===== config.mk =====
export PLATFORM = sky130hd
export DESIGN_NAME = envelope_generator
export DESIGN_NICKNAME = d
export VERILOG_FILES = /design/src/rtl/synth_pkg.sv /design/src/rtl/env_sat_step.sv /design/src/rtl/envelope_generator.sv
export SDC_FILE = /design/constraint.sdc
export NUM_CORES = 1
export LEC_CHECK = 0
export CORE_UTILIZATION = 45
export CTS_CLUSTER_SIZE = 14
export DETAILED_ROUTE_END_ITERATION = 8
export PLACE_DENSITY_LB_ADDON = 0.1
export SYNTH_ARGS = -nofsm -noshare
export SYNTH_HDL_FRONTEND = slang
export SYNTH_SLANG_ARGS = --single-unit

===== constraint.sdc =====
create_clock -name CLK -period 6.89 [get_ports CLK]
set_input_delay 1.0335 -clock CLK [delete_from_list [all_inputs] [get_ports CLK]]
set_output_delay 1.0335 -clock CLK [all_outputs]
set_load 0.02 [all_outputs]

===== src/rtl/synth_pkg.sv =====
// Shared synth types and constants.
// Holds the envelope state encoding and the default envelope width/full-scale level used
// by envelope_generator and env_sat_step.
package synth_pkg;

  localparam int unsigned ENV_W = 16;
  localparam logic [ENV_W-1:0] ENV_MAX = {ENV_W{1'b1}};

  // Encoding is visible on env_state (debug/LED), so the values are fixed.
  typedef enum logic [2:0] {
    StIdle    = 3'd0,
    StAttack  = 3'd1,
    StDecay   = 3'd2,
    StSustain = 3'd3,
    StRelease = 3'd4
  } env_state_t;

endpackage


===== src/rtl/env_sat_step.sv =====
// Saturating envelope step (combinational).
// Moves env_i by rate_i towards limit_i (up: limit is a ceiling, down: a floor) and clamps
// to the limit. All arithmetic is carried out in W+1 bits so nothing wraps.
//   env_i   - current level
//   rate_i  - step size; 0 means jump straight to the limit
//   limit_i - ceiling (up_i=1) or floor (up_i=0)
//   up_i    - direction
//   env_o   - next level
//   hit_o   - limit reached on this step (phase complete)
module env_sat_step #(
  parameter int unsigned W = 16
) (
  input  logic [W-1:0] env_i,
  input  logic [W-1:0] rate_i,
  input  logic [W-1:0] limit_i,
  input  logic         up_i,
  output logic [W-1:0] env_o,
  output logic         hit_o
);

  logic [W:0] sum;
  logic [W:0] floor_plus_rate;
  logic [W:0] env_ext;
  logic       rate_zero;

  assign env_ext         = {1'b0, env_i};
  assign sum             = env_ext + {1'b0, rate_i};
  assign floor_plus_rate = {1'b0, limit_i} + {1'b0, rate_i};
  assign rate_zero       = (rate_i == '0);

  always_comb begin
    hit_o = 1'b0;
    env_o = env_i;
    if (up_i) begin
      hit_o = rate_zero || (sum >= {1'b0, limit_i});
      env_o = hit_o ? limit_i : sum[W-1:0];
    end else begin
      // Compare against floor+rate instead of env-rate to avoid underflow.
      hit_o = rate_zero || (env_ext <= floor_plus_rate);
      env_o = hit_o ? limit_i : (env_i - rate_i);
    end
  end

endmodule


===== src/rtl/envelope_generator.sv =====
// Single-voice ADSR amplitude envelope, level updates paced by sample_tick.
// Ports:
//   CLK, RESET      - clock, synchronous active-high reset
//   gate            - note-on (level-sensitive); rising edge starts ATTACK, falling edge RELEASE
//   sample_tick     - one-cycle strobe per audio sample; one env update per tick
//   attack_inc, decay_dec, sustain_level, release_dec - rates/level, sampled on each tick
//   env             - current level (registered)
//   active          - high while not idle (registered)
//   env_state       - current state encoding (registered)
// Build option: ENV_RETRIGGER_EN defined makes a gate rise reset env to 0 (hard retrigger);
// otherwise a rise keeps the current level (legato).
module envelope_generator
  import synth_pkg::*;
#(
  parameter int unsigned   W   = ENV_W,
  parameter logic [W-1:0]  MAX = {W{1'b1}}
) (
  input  logic         CLK,
  input  logic         RESET,
  input  logic         gate,
  input  logic         sample_tick,
  input  logic [W-1:0] attack_inc,
  input  logic [W-1:0] decay_dec,
  input  logic [W-1:0] sustain_level,
  input  logic [W-1:0] release_dec,
  output logic [W-1:0] env,
  output logic         active,
  output logic [2:0]   env_state
);

  env_state_t   state_q, state_d;
  logic [W-1:0] env_q, env_d;
  logic         gate_q, gate_d;
  logic         active_q, active_d;

  logic         rise, fall;
  logic [W-1:0] step_rate, step_limit, step_env;
  logic         step_up, step_hit;

  assign rise = gate & ~gate_q;
  assign fall = ~gate & gate_q;

  // One shared stepper; its operands are muxed by the current state.
  always_comb begin
    step_rate  = '0;
    step_limit = '0;
    step_up    = 1'b0;
    unique case (state_q)
      StAttack: begin
        step_rate  = attack_inc;
        step_limit = MAX;
        step_up    = 1'b1;
      end
      StDecay: begin
        step_rate  = decay_dec;
        step_limit = sustain_level;
      end
      StRelease: begin
        step_rate  = release_dec;
      end
      default: ;
    endcase
  end

  env_sat_step #(
    .W (W)
  ) u_step (
    .env_i   (env_q),
    .rate_i  (step_rate),
    .limit_i (step_limit),
    .up_i    (step_up),
    .env_o   (step_env),
    .hit_o   (step_hit)
  );

  always_comb begin
    state_d = state_q;
    env_d   = env_q;
    gate_d  = gate;

    if (rise) begin
      // Gate edges swallow a coincident tick: no level update this cycle.
      state_d = StAttack;
`ifdef ENV_RETRIGGER_EN
      env_d   = '0;
`endif
    end else if (fall && (state_q == StAttack || state_q == StDecay ||
                          state_q == StSustain)) begin
      state_d = StRelease;
    end else if (sample_tick) begin
      unique case (state_q)
        StAttack: begin
          env_d = step_env;
          if (step_hit) state_d = StDecay;
        end
        StDecay: begin
          env_d = step_env;
          if (step_hit) state_d = StSustain;
        end
        StSustain: env_d = sustain_level;
        StRelease: begin
          env_d = step_env;
          if (step_hit) state_d = StIdle;
        end
        default:   env_d = '0;
      endcase
    end

    active_d = (state_d != StIdle);
  end

  always_ff @(posedge CLK) begin
    if (RESET) begin
      state_q  <= StIdle;
      env_q    <= '0;
      gate_q   <= 1'b0;
      active_q <= 1'b0;
    end else begin
      state_q  <= state_d;
      env_q    <= env_d;
      gate_q   <= gate_d;
      active_q <= active_d;
    end
  end

  assign env       = env_q;
  assign active    = active_q;
  assign env_state = state_q;

endmodule


* Word-level counts from Yosys, hierarchy flattened
Index checks and enable logic that the tools add are counted.
** Operators by class
- $add $sub $neg :: 3
- $mul :: 0
- Div/mod/pow operators :: 0
- Order comparisons :: 2
- Eq/ne operators :: 4
- Shift operators :: 0
- Mux-type cells :: 15
- Bitwise gates (word level) :: 6
- Reductions and logical operators :: 9
** Operator list (count)
- one-hot mux 16 bit (2 select lines) :: 2
- two-way mux 16 bit :: 3
- one-hot mux 16 bit (3 select lines) :: 1
- adder 16 x 16 -> 17 bit :: 2
- two-way mux 3 bit :: 6
- greater-or-equal comparator 17 x 16 -> 1 bit :: 1
- less-or-equal comparator 16 x 17 -> 1 bit :: 1
- logical NOT 16 bit :: 1
- subtractor 16 bit :: 1
- one-hot mux 3 bit (3 select lines) :: 1
- == test 3 x 2 -> 1 bit, second input constant :: 2
- logical OR 1 bit :: 4
- NOT 1 bit :: 4
- == test 3 x 1 -> 1 bit, second input constant :: 1
- == test 3 bit, second input constant :: 1
- AND reduction 3 bit :: 1
- nonzero test 3 bit :: 1
- OR reduction 3 bit :: 1
- bitwise AND 1 bit :: 2
- two-way mux 1 bit :: 2
- logical AND 1 bit :: 1
** Word-level totals
- Register bits after elaboration :: 21
- Latch bits :: 0
- Bits in writable memories :: 0
- Memory bits (read-only) :: 0
- Memories kept :: 0

* Longest topological paths before layout
- Depth after elaboration :: 12
- Depth in mapped cells :: 28
- Depth with buffers taken out :: 24

* Cells and area by module
A second synthesis with hierarchy kept.
** Unflattened totals
- Cells, all modules :: 712
- Area, all modules :: 5119.9 um^2
** Modules (own cells, without submodules)
- env_sat_step :: times used 1, cells each 442, area each 3246.9 um^2, seq. area each 0.0 um^2
- envelope_generator :: times used 1, cells each 270, area each 1873.0 um^2, seq. area each 420.4 um^2

* Least setup slack after synthesis
OpenSTA, ideal clock, no wires.
- Path kind :: in2reg
- Start :: input port release_dec[1]
- End :: register active_q (netlist: active)
- Setup time :: 0.127 ns
- Arrival time :: 6.018 ns
- Path slack :: 0.745 ns
- Stages on the path :: 20
- Buffers on the path :: 1
- Path through :: and2_1 > a222oi_1 > inv_1 > fa_1 > nor2b_1 > o311a_1 > nand2b_1 > a311oi_1 > a21oi_1 > xnor2_1 > ha_1 > o21a_1 > o21ai_0 > o22a_1 > a2111oi_0 > or4_1 > buf_4 > a41o_1 > and3b_1 > or3_1
** On the way
- Cells in the longest elaborated chain, start to end :: 11
** Ends and longest elaborated chain
- start, declared :: RTL line envelope_generator.sv:25 : input logic [W-1:0] release_dec,
- one-hot mux 16 bit (3 select lines) * :: RTL line envelope_generator.sv:48 : unique case (state_q)
- adder 16 x 16 -> 17 bit (on tied branches) :: RTL line env_sat_step.sv:28, env_sat_step.sv:27
- less-or-equal comparator 16 x 17 -> 1 bit / greater-or-equal comparator 17 x 16 -> 1 bit (equally long branches) :: RTL line env_sat_step.sv:39, env_sat_step.sv:35
- logical OR 1 bit (on tied branches) :: RTL line env_sat_step.sv:39, env_sat_step.sv:35
- two-way mux 1 bit * :: RTL line env_sat_step.sv:34 : if (up_i) begin
- two-way mux 3 bit (on tied branches) :: RTL line envelope_generator.sv:103, envelope_generator.sv:94, envelope_generator.sv:98
- one-hot mux 3 bit (3 select lines) * :: RTL line envelope_generator.sv:91 : unique case (state_q)
- two-way mux 3 bit * :: RTL line envelope_generator.sv:90 : end else if (sample_tick) begin
- two-way mux 3 bit * :: RTL line envelope_generator.sv:87 : end else if (fall && (state_q == StAttack || state_q == StDecay ||
- two-way mux 3 bit * :: RTL line envelope_generator.sv:81 : if (rise) begin
- nonzero test 3 bit * :: RTL line envelope_generator.sv:109 : active_d = (state_d != StIdle);
- end signal, assigned :: RTL line envelope_generator.sv:122 : active_q <= active_d;
- end, declared :: RTL line envelope_generator.sv:34 : logic active_q, active_d;
Every way passes the cells marked *; elsewhere a longest branch is shown, timed or not.
A chain may end at the register's enable or synchronous reset.

* Worst setup path after layout
- Start :: input port release_dec[0]
- End :: register active_q (netlist: active)
Same word-level chain as after synthesis.

==> run_results.csv <==
group,metric,value,unit
outcome,status,"completed",
cts,cts_sinks,21,
critical_path,critical_path.top_delay_family,"compound AO/OA/AOI/OAI gates",
cells_and_area,final_common_cell,"clkdlybuf4s50_1",
synthesis,synth_cells,644,
cts,cts_buffer_depth,2,
synthesis,yosysTopAreaCell,"ha_1",
power,leakagePower,0.00275,µW
cts,clockRootBuffer,"clkbuf_8",
drt,vias,5291,
die,die_x,105,µm
cts,htree_levels,1,
cells_and_area,fill_cells,1014,
drt,route.detailed.wl_per_inst,20.2,µm
global_route,grt_overflow_total,0,
cells_and_area,layout-drive-gt1-share,6.26,%
synthesis,synth_compound_area_share,30.6,%
die,coreArea,0.0103,mm²
critical_path,criticalPathCategory,"in -> reg",
cells_and_area,postLayoutCoreUtil,57.5,%
placed_design,place_ws,0.102,ns
synthesis,synthAdderAreaFrac,22.1,%
cells_and_area,multi_input_area,0.00394,mm²
placed_design,io_buffer_count,87,
synthesis,synth_cell_type_count,66,
die,rows,37,
cts,clkLatencyLatePin,0.28,ns
critical_path,crit_chain,"clkdlybuf4s50_1 -> and2_1 -> a222oi_1 -> inv_1 -> ha_1 -> fa_1 -> nor2b_1 -> o311a_1 -> nand2b_1 -> a311oi_2 -> a21oi_1 -> xnor2_1 -> ha_1 -> o21a_1 -> o21ai_0 -> o22a_1 -> a2111oi_0 -> or4_1 -> a41o_1 -> and3b_1 -> or3_1",
synthesis,synth_edf_count,0,
power,total_power,1050,µW
synthesis,synth-xor-area-share,6.64,%
placed_design,dp_hpwl,14.4,mm
global_route,grt_start_max_net_pins,35,
placed_design,postPlaceCellArea,0.00585,mm²
sta,rsz0062_at_grt,"no",
cells_and_area,seq_area,420,µm²
drt,first_pass_iters,8,
sta,clock-skew-final,0.0113,ns
drt,ant_nets,0,
critical_path,critPathBufInv,2,
sta,hold_viol_final,0,
critical_path,critical_path.max_stage_delay,0.57,ns
power,ir_worst_vdd,0.0907,mV
critical_path,start_kind,"input pin",
synthesis,synth_mux_area_share,0.211,%
critical_path,critPathCaptureType,"flop",
sta,timing.fmax,156,MHz
min_path,min_path_type,"reg -> reg",
sta,final_max_slew_viol_count,0,
cts,cts_tree,"done",
cells_and_area,finalNetCount,886,
die,die_y,105,µm
synthesis,ys_seq_area_share,8.85,%
sta,period_needed,6.40,ns
synthesis,syn_area_per_cell,7.38,µm²
synthesis,async_flop_share,0,%
cts,clk_pin_slew_worst_paths,0.09,ns
cells_and_area,n_antenna_cell,0,
synthesis,ys_warn_count,0,
synthesis,netlist.area_leader.share,20.8,%
synthesis,synth_top_family_by_area,"compound AO/OA/AOI/OAI gates",
placed_design,gp_congestion,0.922,
global_route,grt_antenna_before_repair,0,
global_route,grt_pass1_vias,5153,
critical_path,crit_top_cell,"ha_1",
sta,setup_viol,0,
synthesis,syn_nets,794,
cells_and_area,final_cell_mix,"87 x clkdlybuf4s50_1, 79 x ha_1, 61 x a21oi_1",
drt,drt_iter0_drc,432,
drt,drc,0,
sta,period_share,92.9,%
critical_path,cp_max_fo,3,
die,initial_core_util,46.2,%
synthesis,ys_ff_latch,21,
drt,vias_per_cell,6.07,
die,die_area,0.0110,mm²
cts,numCtsBuffers,3,
synthesis,synthSimpleGateAreaFrac,23.3,%
synthesis,synth_top_cells_by_area,"ha_1 21%, dfxtp_1 8.9%, a21oi_1 6.4%",
critical_path,cp_data_required_time,7.05,ns
global_route,grt_pass1_wl,27.9,mm
synthesis,syn_area,0.00475,mm²
critical_path,arrival,6.56,ns
power,power.density,178,mW/mm²
sta,slew_headroom,31.4,%
cells_and_area,area_growth,24.4,%
global_route,grt_usage,32.4,%
cts,cts_hold_buf,0,
drt,wl,17.6,mm
critical_path,cpMaxStageDelayCell,"or4_1",
sta,layout_setup_ws,0.487,ns
die,io_pins,88,
cells_and_area,design_area,0.00591,mm²
sta,finalSetupTns,0,ns
run,cap_violations,0,
sta,tightest_slew,1.03,ns
synthesis,synth-main-ff-cell,"dfxtp_1",
Yosys cell counts (13+ instances only):
cell type / count
nor2_1: 59
and2_1: 20
a211oi_1: 17
a21oi_1: 61
xnor2_1: 19
nor2b_1: 28
o21ai_0: 26
a21o_1: 13
dfxtp_1: 21
nand2_1: 24
clkbuf_1: 20
xor2_1: 17
nand2b_1: 16
ha_1: 79
a222oi_1: 16
inv_1: 55
routing by layer:
| metal | routed length [µm] | vias to the layer above | GRT usage [%] |
|---|---|---|---|
| met1 | 7820 | 2493 | 43.2 |
| li1 | - | 2549 | - |
| met3 | 1130 | 30 | 3.43 |
| met2 | 8160 | 219 | 54.6 |
| met5 | 0 | - | 0 |
| met4 | 513 | 0 | 9.46 |
registers in the layout (all words and copies together), names as in the netlist:
signal     flops
env           16
gate_q         1
active         1
env_state      3
repair_timing:
item / in CTS / in global routing
endpoints found under the setup margin: 0 / 2
resized for setup: 0 / 1
buffers inserted: 0 / 1
path summary, 6_finish.rpt:
| kind | start | end | slack, ns | cells after the start |
|---|---|---|---|---|
| max reg2reg | env_state[0] | env[4] | 0.70 | 25 |
| min | env[3] | env[3] | 0.57 | 2 |
| max | release_dec[0] | active | 0.49 | 21 |
| min reg2reg | env[3] | env[3] | 0.57 | 2 |
metrics by stage:
stage               cells  hold WS (ns)
floorplan             644         0.538
global placement      866         0.549
detailed placement    866         0.561
CTS                   870         0.575
global route          871         0.605
finish                871         0.573
area by class of cell:
class | instances | share of cell area [%]
multi-input combinational | 534 | 66.7
timing repair buffer | 121 | 19.1
tap | 136 | 2.88
inverter | 55 | 3.49
clock buffer | 4 | 0.762
sequential | 21 | 7.11
logic make-up after synthesis:
kind of cell    count (synthesis)
fa+ha+maj                      82
flops                          21
xor+xnor                       36
compound gates                212
mux                             1
buf+inv                        89
simple gates                  203
worst reg2reg max path: cells and delay by family, from the launching register on:
family	cells	cell delay, ns
AO/OA/AOI/OAI	11	1.92
AND/OR/NAND/NOR	6	1.90
XOR/XNOR	1	0.15
adder cells (fa/ha/maj)	3	0.94
flip-flops	1	0.56
buffers and inverters	4	0.63
power breakdown:
| group | total, µW | leakage (µW) | internal [µW] | switching [µW] |
|---|---|---|---|---|
| Sequential | 155 | 0.000173 | 133 | 21.4 |
| Combinational | 804 | 0.00255 | 346 | 459 |
| Clock | 90.5 | 0.0000228 | 41.5 | 49.0 |
(Power assumes the default switching activity.)
